File: src/rtl/mac_feeder_if.sv
// Signal bundle between mac_feeder and its environment: operand stream, start command,
// MAC drive/feedback and the result handshake.
interface mac_feeder_if #(
  parameter int LEN_W = 8
);
  // Every handshake (op, cmd, res) transfers on a rising edge where valid && ready.
  // A source holds valid and its payload until that edge; ready may toggle freely.
  logic             op_valid;
  logic             op_ready;
  logic [7:0]       op_a;
  logic [7:0]       op_b;
  logic             cmd_valid;
  logic             cmd_ready;
  logic [LEN_W-1:0] cmd_len;
  logic [7:0]       mac_a;
  logic [7:0]       mac_b;
  logic             mac_clr;
  logic [15:0]      mac_acc;
  logic             mac_of;
  logic             res_valid;
  logic             res_ready;
  logic [15:0]      res;
  logic             res_of;

  modport slave (
    input  op_valid, op_a, op_b, cmd_valid, cmd_len, mac_acc, mac_of, res_ready,
    output op_ready, cmd_ready, mac_a, mac_b, mac_clr, res_valid, res, res_of
  );

  modport master (
    output op_valid, op_a, op_b, cmd_valid, cmd_len, mac_acc, mac_of, res_ready,
    input  op_ready, cmd_ready, mac_a, mac_b, mac_clr, res_valid, res, res_of
  );
endinterface

File: src/rtl/mac_feeder.sv
// Sequencer for an 8x8->16 saturating MAC: buffers operand pairs, streams LEN of them
// into a freshly cleared MAC and returns the final accumulator with a sticky overflow flag.
module mac_feeder #(
  parameter int DEPTH = 4,
  parameter int LEN_W = 8
) (
  input  logic        clk,
  input  logic        rn,
  mac_feeder_if.slave bus,
  output logic [2:0]  dbg_state_o
);
  localparam int AW = $clog2(DEPTH);

  typedef enum logic [2:0] {
    IDLE   = 3'd0,
    CLR    = 3'd1,
    RUN    = 3'd2,
    DRAIN1 = 3'd3,
    DRAIN2 = 3'd4,
    DONE   = 3'd5
  } state_t;

  state_t           state_q, state_d;
  logic [7:0]       mem_a [DEPTH];
  logic [7:0]       mem_b [DEPTH];
  logic [AW:0]      wr_q, rd_q;
  logic             full, empty, push, pop;
  logic [LEN_W-1:0] len_q, len_d, cnt_q, cnt_d;
  logic [7:0]       mac_a_q, mac_a_d, mac_b_q, mac_b_d;
  logic             mac_clr_q, mac_clr_d;
  logic             sticky_q, sticky_d;
  logic             res_valid_q, res_valid_d;
  logic             res_of_q, res_of_d;
  logic [15:0]      res_q, res_d;

  // Pointers carry one wrap bit so full and empty are distinguishable.
  assign empty = (wr_q == rd_q);
  assign full  = (wr_q[AW] != rd_q[AW]) && (wr_q[AW-1:0] == rd_q[AW-1:0]);
  assign push  = bus.op_valid && !full;
  assign pop   = (state_q == RUN) && !empty;

  always_ff @(posedge clk) begin
    if (push) begin
      mem_a[wr_q[AW-1:0]] <= bus.op_a;
      mem_b[wr_q[AW-1:0]] <= bus.op_b;
    end
  end

  always_ff @(posedge clk or negedge rn) begin
    if (!rn) begin
      wr_q <= '0;
      rd_q <= '0;
    end else begin
      if (push) wr_q <= wr_q + 1'b1;
      if (pop)  rd_q <= rd_q + 1'b1;
    end
  end

  always_ff @(posedge clk or negedge rn) begin
    if (!rn) begin
      state_q     <= IDLE;
      len_q       <= '0;
      cnt_q       <= '0;
      mac_a_q     <= '0;
      mac_b_q     <= '0;
      mac_clr_q   <= 1'b1;
      sticky_q    <= 1'b0;
      res_valid_q <= 1'b0;
      res_of_q    <= 1'b0;
      res_q       <= '0;
    end else begin
      state_q     <= state_d;
      len_q       <= len_d;
      cnt_q       <= cnt_d;
      mac_a_q     <= mac_a_d;
      mac_b_q     <= mac_b_d;
      mac_clr_q   <= mac_clr_d;
      sticky_q    <= sticky_d;
      res_valid_q <= res_valid_d;
      res_of_q    <= res_of_d;
      res_q       <= res_d;
    end
  end

  // The MAC has no enable, so operands default to zero in every cycle without a pop.
  always_comb begin
    state_d     = state_q;
    len_d       = len_q;
    cnt_d       = cnt_q;
    mac_a_d     = '0;
    mac_b_d     = '0;
    mac_clr_d   = 1'b0;
    sticky_d    = sticky_q;
    res_valid_d = res_valid_q;
    res_of_d    = res_of_q;
    res_d       = res_q;
    case (state_q)
      IDLE: begin
        if (bus.cmd_valid) begin
          len_d     = bus.cmd_len;
          cnt_d     = '0;
          mac_clr_d = 1'b1;
          state_d   = CLR;
        end
      end
      CLR: begin
        sticky_d = 1'b0;
        state_d  = (len_q != '0) ? RUN : DRAIN1;
      end
      RUN: begin
        sticky_d = sticky_q | bus.mac_of;
        if (!empty) begin
          mac_a_d = mem_a[rd_q[AW-1:0]];
          mac_b_d = mem_b[rd_q[AW-1:0]];
          cnt_d   = cnt_q + 1'b1;
          if (cnt_d == len_q) state_d = DRAIN1;
        end
      end
      DRAIN1: begin
        sticky_d = sticky_q | bus.mac_of;
        state_d  = DRAIN2;
      end
      DRAIN2: begin
        // Last pair was summed one edge ago, so mac_acc is final here.
        sticky_d    = sticky_q | bus.mac_of;
        res_d       = bus.mac_acc;
        res_of_d    = sticky_q | bus.mac_of;
        res_valid_d = 1'b1;
        state_d     = DONE;
      end
      DONE: begin
        if (bus.res_ready) begin
          res_valid_d = 1'b0;
          state_d     = IDLE;
        end
      end
      default: state_d = IDLE;
    endcase
  end

  assign bus.op_ready  = !full;
  assign bus.cmd_ready = (state_q == IDLE);
  assign bus.mac_a     = mac_a_q;
  assign bus.mac_b     = mac_b_q;
  assign bus.mac_clr   = mac_clr_q;
  assign bus.res_valid = res_valid_q;
  assign bus.res       = res_q;
  assign bus.res_of    = res_of_q;
  assign dbg_state_o   = state_q;
endmodule
File: src/flat_wrapper.sv
// flat-port wrapper written by rule: the top's interface ports become plain ports
module mac_feeder_flat 
#(
  parameter int DEPTH = 4,
  parameter int LEN_W = 8
)
  (clk, rn, dbg_state_o, bus_op_valid, bus_op_a, bus_op_b, bus_cmd_valid, bus_cmd_len, bus_mac_acc, bus_mac_of, bus_res_ready, bus_op_ready, bus_cmd_ready, bus_mac_a, bus_mac_b, bus_mac_clr, bus_res_valid, bus_res, bus_res_of);
  mac_feeder_if #(.LEN_W(LEN_W)) bus_i ();
  input  logic clk;
  input  logic rn;
  output logic [2:0] dbg_state_o;
  input wire logic [$bits(bus_i.op_valid)-1:0] bus_op_valid;
  input wire logic [$bits(bus_i.op_a)-1:0] bus_op_a;
  input wire logic [$bits(bus_i.op_b)-1:0] bus_op_b;
  input wire logic [$bits(bus_i.cmd_valid)-1:0] bus_cmd_valid;
  input wire logic [$bits(bus_i.cmd_len)-1:0] bus_cmd_len;
  input wire logic [$bits(bus_i.mac_acc)-1:0] bus_mac_acc;
  input wire logic [$bits(bus_i.mac_of)-1:0] bus_mac_of;
  input wire logic [$bits(bus_i.res_ready)-1:0] bus_res_ready;
  output wire logic [$bits(bus_i.op_ready)-1:0] bus_op_ready;
  output wire logic [$bits(bus_i.cmd_ready)-1:0] bus_cmd_ready;
  output wire logic [$bits(bus_i.mac_a)-1:0] bus_mac_a;
  output wire logic [$bits(bus_i.mac_b)-1:0] bus_mac_b;
  output wire logic [$bits(bus_i.mac_clr)-1:0] bus_mac_clr;
  output wire logic [$bits(bus_i.res_valid)-1:0] bus_res_valid;
  output wire logic [$bits(bus_i.res)-1:0] bus_res;
  output wire logic [$bits(bus_i.res_of)-1:0] bus_res_of;
  assign bus_i.op_valid = bus_op_valid;
  assign bus_i.op_a = bus_op_a;
  assign bus_i.op_b = bus_op_b;
  assign bus_i.cmd_valid = bus_cmd_valid;
  assign bus_i.cmd_len = bus_cmd_len;
  assign bus_i.mac_acc = bus_mac_acc;
  assign bus_i.mac_of = bus_mac_of;
  assign bus_i.res_ready = bus_res_ready;
  assign bus_op_ready = bus_i.op_ready;
  assign bus_cmd_ready = bus_i.cmd_ready;
  assign bus_mac_a = bus_i.mac_a;
  assign bus_mac_b = bus_i.mac_b;
  assign bus_mac_clr = bus_i.mac_clr;
  assign bus_res_valid = bus_i.res_valid;
  assign bus_res = bus_i.res;
  assign bus_res_of = bus_i.res_of;
  mac_feeder #(.DEPTH(DEPTH), .LEN_W(LEN_W)) u_core (.clk(clk), .rn(rn), .bus(bus_i), .dbg_state_o(dbg_state_o));
endmodule
File: config.mk
export PLATFORM = sky130hd
export DESIGN_NAME = mac_feeder_flat
export DESIGN_NICKNAME = d
export VERILOG_FILES = /design/src/rtl/mac_feeder_if.sv /design/src/rtl/mac_feeder.sv /design/src/flat_wrapper.sv
export SDC_FILE = /design/constraint.sdc
export NUM_CORES = 1
export LEC_CHECK = 0
export ABC_AREA = 1
export CORE_AREA = 2 2 96 190
export CTS_BUF_LIST = sky130_fd_sc_hd__clkbuf_2
export DETAILED_ROUTE_END_ITERATION = 12
export DIE_AREA = 0 0 98 192
export PLACE_DENSITY_LB_ADDON = 0.12
export SETUP_SLACK_MARGIN = 0.5
export SYNTH_ARGS = -nofsm -noshare
export SYNTH_HDL_FRONTEND = slang
export SYNTH_SLANG_ARGS = --single-unit
File: constraint.sdc
create_clock -name clk -period 4 [get_ports clk]
set_input_delay 0.6 -clock clk [delete_from_list [all_inputs] [get_ports clk]]
set_output_delay 0.6 -clock clk [all_outputs]
set_load 0.01 [all_outputs]
==> results.md, run 1 <==
* Run status: complete, no violations
* WP data required at 3.40 ns
* Via count at 3663
* Clock Power Share at 16.8%
* CP Launch Type: register
* Area share of the largest cell type after synthesis at 37.4%
* Area occupied by multi-input gates at 1450 um2
* Max_cap viols at 0
* Number of global-route vias before repair at 3931
* Synth-to-Final Area Change at 26.0%
* Worst Path Arrival at 2.62 ns
* Die X-Extent at 98 um
* Gr ovfl total at 0
* Dominant cells by area after synthesis: edfxtp_1 37%, dfrtp_1 29%, nand2_1 7.5%, nor2_1 5.5%, o21ai_0 3.5%
* Commonest non-fill, non-tap cells in the layout: 102 x nand2_1, 84 x clkdlybuf4s50_1, 75 x nor2_1, 64 x edfxtp_1, 60 x dfrtp_1
* Final ANT Viol Nets at 0
* Clock root cell: clkbuf_2
* Psw at 1.83 mW
* Synth Net Count at 538
* Worst-Skew Late Latency at 0.68 ns
* Cts repair resizes at 0
* Netlist cell types at 30
* Clock Skew at 0.0304 ns
* Power Dens Cells at 723 nW/um2
* Fillers at 1709
* Crit Path Max Fanout at 35
* CTS max path bufs at 2
* Hold crit path type: primary input to asynchronous set/reset pin
* Largest area contributor in the netlist: edfxtp_1
* Pre-antenna DRT Iters at 4
* Storage element area at 3450 um2
* Max-slew violations at 0
* FF-to-FF path depth at 8
* Clock transition at the registers of the reported paths at 0.21 ns
* Crit path time final at 3.22 ns
* Seq/Total Area, Yosys at 67.2%
* DIE AREA at 18800 um2
* GRT Total Usage at 13.9%
* Dpl hpwl at 8.56 mm
* Num rows at 68
* Peak VDD IR at 0.284 mV
* RSZ-0062 raised after global routing: no
* CTS sink cnt at 125
* Die H at 192 um
* Comb pwr share at 40.1%
* Crit share post-route at 80.6%
* Worst Max-Slew Pin Slew at 0.603 ns
* Part of the power in registers at 43.1%
* Initial core utilization at 29.7%
* Most common cell after layout, fill and taps aside: nand2_1
* Sw frac at 39.1%
* CTS tree: built
* IO Port Bufs at 85
* Detailed Route WL at 12.4 mm
* Fmax at 310 MHz
* Synthesized area at 5130 um2
* Setup CP Type: register to output pin
* Final hold vios at 0
* Ports at 86
* GP Congestion at 0.776
* Initial antenna violation count at 1
* Critical path endpoint category: output pin
* # setup viols final at 0
* Relative slew slack at 59.8%
* Initial DRC count at 143
* First-pass GRT wire length at 19.9 mm
* Lkg Pwr at 2.66 nW
* Synth Instances at 486
* FF+latch count, synth at 125
* Via-to-Cell Ratio at 4.53
* Layout cells sized above 1 at 10.9%
* Final Net Count at 636
* Core Footprint at 17300 um2
* Clock H-tree levels at 4
* Number of synthesis warnings at 0
* Total power at 4.68 mW
* DRC violations left at 0
* Wire per inst at 15.3 um
* Post-Syn Area per Cell at 10.6 um2
* Largest net degree at the start of global routing at 36
* Setup TNS at 0 ns
* CTS buffer count at 17
* Internal power at 2.85 mW
cell usage after synthesis, drive strengths merged:
master / instances
xor2: 5
edfxtp: 64
nor2: 84
dfrtp: 60
nand2: 110
nor4: 2
dfstp: 1
nand4: 3
ha: 6
clkbuf: 6
a22oi: 1
o21bai: 1
buf: 9
a21oi: 20
o22ai: 6
nand3: 20
o21ai: 45
inv: 40
xnor2: 1
o31ai: 2
worst max-delay path, stage by stage (launching register included):
cell	delay, ns
dfrtp_1	0.39
buf_4	0.25
inv_2	0.42
nand2_1	0.10
nand2_1	0.10
nand4_1	0.17
clkdlybuf4s50_1	0.52
state kept, by name, summed over array words and instances, names as in the netlist, 8 cells and up:
name              flops
u_core.len_q          8
u_core.mem_a         32
u_core.mem_b         32
u_core.bus.mac_a      8
u_core.bus.mac_b      8
u_core.bus.res       16
u_core.cnt_q          8
power groups by stage:
| stage | Clock (mW) | Sequential [mW] | Combinational (mW) |
|---|---|---|---|
| 2_1_floorplan | 0 | 2.09 | 1.07 |
| 3_3_place_gp | 0 | 2.04 | 1.89 |
| 3_5_place_dp | 0 | 2.05 | 1.92 |
| 4_1_cts | 0.829 | 2.02 | 1.92 |
| 5_1_grt | 0.885 | 2.07 | 2.13 |
| 6_report | 0.786 | 2.02 | 1.87 |
metal layers:
layer	vias to the layer above	GRT usage, %	wire (um)
li1	1801	-	-
met5	-	0	0
met4	0	6.57	268
met2	101	27.3	7040
met1	1745	13.4	4590
met3	16	2.91	478
cells by family after synthesis:
group / count (synthesis) / share of synthesized area (%)
and+or+nand+nor: 219 / 18.1
DFF: 125 / 67.2
AOI/OAI and AO/OA: 75 / 7.65
buffers and inverters: 55 / 4.58
xor gates and xnor gates: 6 / 1.02
adders and majority gates: 6 / 1.46
through the flow:
step	setup slack [ns]	cell area (um2)	util (%)	std cells	hold WS, ns
after floorplan	1.96	5130	-	486	0.304
after global placement	1.47	6220	36.0	774	0.452
after detailed placement	1.46	6220	36.0	774	0.458
after CTS	0.658	6460	37.4	807	0.343
after global routing	0.519	6470	37.4	808	0.337
final	0.776	6470	37.4	808	0.423
worst paths after layout:
kind                                        start                  to  slack (ns)
worst min-delay path                           rn   u_core.bus.res[6]        0.42
worst min register to register  u_core.bus.res[8]   u_core.bus.res[8]        0.50
worst max register to register     u_core.rd_q[0]  u_core.mem_a[3][7]        1.73
worst max-delay path               u_core.rd_q[0]        bus_op_ready        0.78
max in group asynchronous                      rn  u_core.bus.mac_clr        2.76
min in group clk                   bus_mac_acc[5]   u_core.bus.res[5]        0.43
area by class of cell:
class                           count  share of cell area (%)
Multi-Input combinational cell    306                    22.4
Sequential cell                   125                    53.3
Clock inverter                     13                    2.19
Tap cell                          210                    4.06
Antenna cell                        1                  0.0387
Clock buffer                       19                    1.47
Inverter                           40                    2.36
Timing Repair Buffer               94                    14.2
repair_timing:
| action | 4_1_cts | 5_1_grt |
|---|---|---|
| hold buffers | 1 | 0 |
| endpoints found under the hold margin | 23 | 0 |
| setup buffers | 0 | 0 |
(Power assumes the default switching activity.)
==> inputs of run 2 (changes only) <==
- clock period: 4 -> 2.65 ns (I/O delays scaled with it)
==> run 2 against run 1 <==
Compared with the run above:
- sequential power increased by 50%
- routed wire length increased by 1.8%
- clock power increased by 55%
- core utilization increased by 1.5 points
- global-route usage increased by 0.19 points
- total power increased by 57%
- critical path depth decreased by 1
- sequential share of layout area decreased by 1.9 points
- largest power group is now combinational cells
- highest routed layer unchanged
==> results.md, run 2 (synthesis results as in run 1) <==
* Run status: complete, no violations
* Dpl hpwl at 8.60 mm (+0.40%)
* CTS buffer count at 17 (unchanged)
* Final cell count without fillers at 831 (+2.8%)
* # setup viols final at 0 (unchanged)
* WP data required at 2.25 ns (-1.15 ns)
* Gr ovfl total at 0 (unchanged)
* Slowest stage cell on the critical path: dfrtp_2
* Detailed Route WL at 12.6 mm (+1.8%)
* Number of global-route vias before repair at 3922 (-0.23%)
* Final Net Count at 659 (+3.6%)
* Relative slew slack at 53.4% (-6.4 points)
* Final ANT Viol Nets at 0 (unchanged)
* Initial antenna violation count at 1 (unchanged)
* Post-layout util at 38.9% (+1.5 points)
* IO Port Bufs at 85 (unchanged)
* GP Congestion at 0.771 (-0.66%)
* Hold crit path type: primary input to register
* Wire per inst at 15.2 um (-0.99%)
* Largest net degree at the start of global routing at 34 (-5.6%)
* Crit Path Max Fanout at 2 (-94%)
* GRT Total Usage at 14.1% (+0.19 points)
* RSZ-0062 raised after global routing: yes
* Worst Hold Margin at 0.244 ns (-0.179 ns)
* Layout cells sized above 1 at 16.1% (+5.2 points)
* Synth-to-Final Area Change at 30.9%
* Post-DP Area at 6250 um2 (+0.56%)
* Slowest cell delay on critical path at 0.49 ns (-0.03 ns)
* CTS sink cnt at 125 (unchanged)
* Crit share post-route at 77.8%
* Via count at 3742 (+2.2%)
* Clock H-tree levels at 4 (unchanged)
* Pre-antenna DRT Iters at 4 (unchanged)
* Top delay family on crit path: flip-flops
* Worst Path Arrival at 1.66 ns (-0.96 ns)
* CTS tree: built
* CP most frequent cell: nand2_2
* Final Cell Area at 6720 um2 (+3.9%)
* DIE AREA at 18800 um2 (unchanged)
* Die X-Extent at 98 um (unchanged)
* Total power at 7.36 mW (+57%)
* Setup WS pre-CTS at 0.779 ns (-0.677 ns)
* Reg2reg start: u_core.dbg_state_o[2]
* Via-to-Cell Ratio at 4.50 (-0.67%)
* Setup CP Type: register to output pin
* Worst-Skew Late Latency at 0.67 ns (about the same)
* Fmax at 485 MHz
* Initial core utilization at 29.7% (unchanged)
* Initial DRC count at 89 (-38%)
* Max_cap viols at 0 (unchanged)
* First-pass GRT wire length at 20.1 mm (+1.1%)
* Core Footprint at 17300 um2 (unchanged)
* Num rows at 68 (unchanged)
* Worst Max-Slew Pin Slew at 0.699 ns (+0.0953 ns)
* Ports at 86 (unchanged)
* Most common cell after layout, fill and taps aside: nand2_1
* Placed insts at 777 (+0.39%)
* CP bufs+invs at 2 (-1)
* Die H at 192 um (unchanged)
* Critical path endpoint category: output pin
* CP Cell Sequence: buf_6 > nand2_2 > nand2_2 > nand4_1 > buf_2
* Power Dens Cells at 1100 nW/um2 (+51%)
* Fin worst setup slack at 0.588 ns (-0.188 ns)
* Crit path time final at 2.06 ns
* Commonest non-fill, non-tap cells in the layout: 98 x nand2_1, 74 x nor2_1, 66 x clkdlybuf4s50_1, 64 x edfxtp_1, 57 x dfrtp_1
* Hold Startpoint: bus_mac_acc[3]
* CP startpoint: u_core.rd_q[1]
* Setup TNS at 0 ns (unchanged)
* Lkg Pwr at 2.96 nW (+11%)
* Clock transition at the registers of the reported paths at 0.19 ns (-0.02 ns)
* DRC violations left at 0 (unchanged)
* Clock Skew at 0.0189 ns (-0.0115 ns)
* Peak VDD IR at 0.452 mV (+59%)
* Max-slew violations at 0 (unchanged)
* Clock root cell: clkbuf_2
* CP Launch Type: register
* CTS max path bufs at 2 (unchanged)
* Final hold vios at 0 (unchanged)
[run 2: cell count changes in the layout (fill, tap and decap cells not counted), sizes merged]
cell,change
buf,+25
clkdlybuf4s50,-18
dlymetal6s2s,+13
dlygate4sd2,+3
clkbuf,-2
clkinv,+1
inv,+1
[run 2: path summary, 6_finish.rpt]
kind | cells past startpoint | slack (ns) | endpoint
min in group asynchronous | 2 | 0.27 | u_core.len_q[3]
worst max-delay path | 5 | 0.59 | bus_op_ready
max in group asynchronous | 3 | 1.74 | u_core.rd_q[0]
worst min register to register | 2 | 0.49 | u_core.bus.res[5]
worst max register to register | 8 | 0.70 | u_core.cnt_q[3]
worst min-delay path | 3 | 0.24 | u_core.bus.res[3]
[run 2: worst min-delay path, delay by kind of cell]
kind                   cells  cell delay (ns)
and+or+nand+nor            2             0.11
buffers and inverters      1             0.39
[run 2: power by group]
group          switching, mW  internal [mW]  total (mW)
Sequential             0.328           2.70        3.03
Combinational           1.78           1.34        3.12
Clock                  0.769          0.446        1.22
Total                   2.88           4.49        7.36
[run 2: cell type report]
type                    count  area, um2
fillers                  1738      10600
flip-flops and latches    125       3450
multi-input cells         306       1470
repair buffers            117       1130
well taps                 210        263
clock inverters            15        163
inverters                  40        155
clock buffers              17       85.1
diodes                      1       2.50
[run 2: per-layer routing]
metal / up-vias / global-route usage (%) / part of all wire, %
met4: 0 / 5.29 / 1.9
met2: 111 / 27.5 / 57
met1: 1759 / 13.7 / 36
met5: - / 0 / 0
li1: 1858 / - / -
met3: 14 / 3.93 / 5.0
[run 2: repair_timing]
item / in CTS / in global routing
gates resized for setup: 16 / 23
gates cloned: 0 / 0
buffers inserted: 9 / 11
setup endpoints to repair: 6 / 21
endpoints found under the hold margin: 23 / 0
hold buffers: 1 / 0
pin swaps: 1 / 4
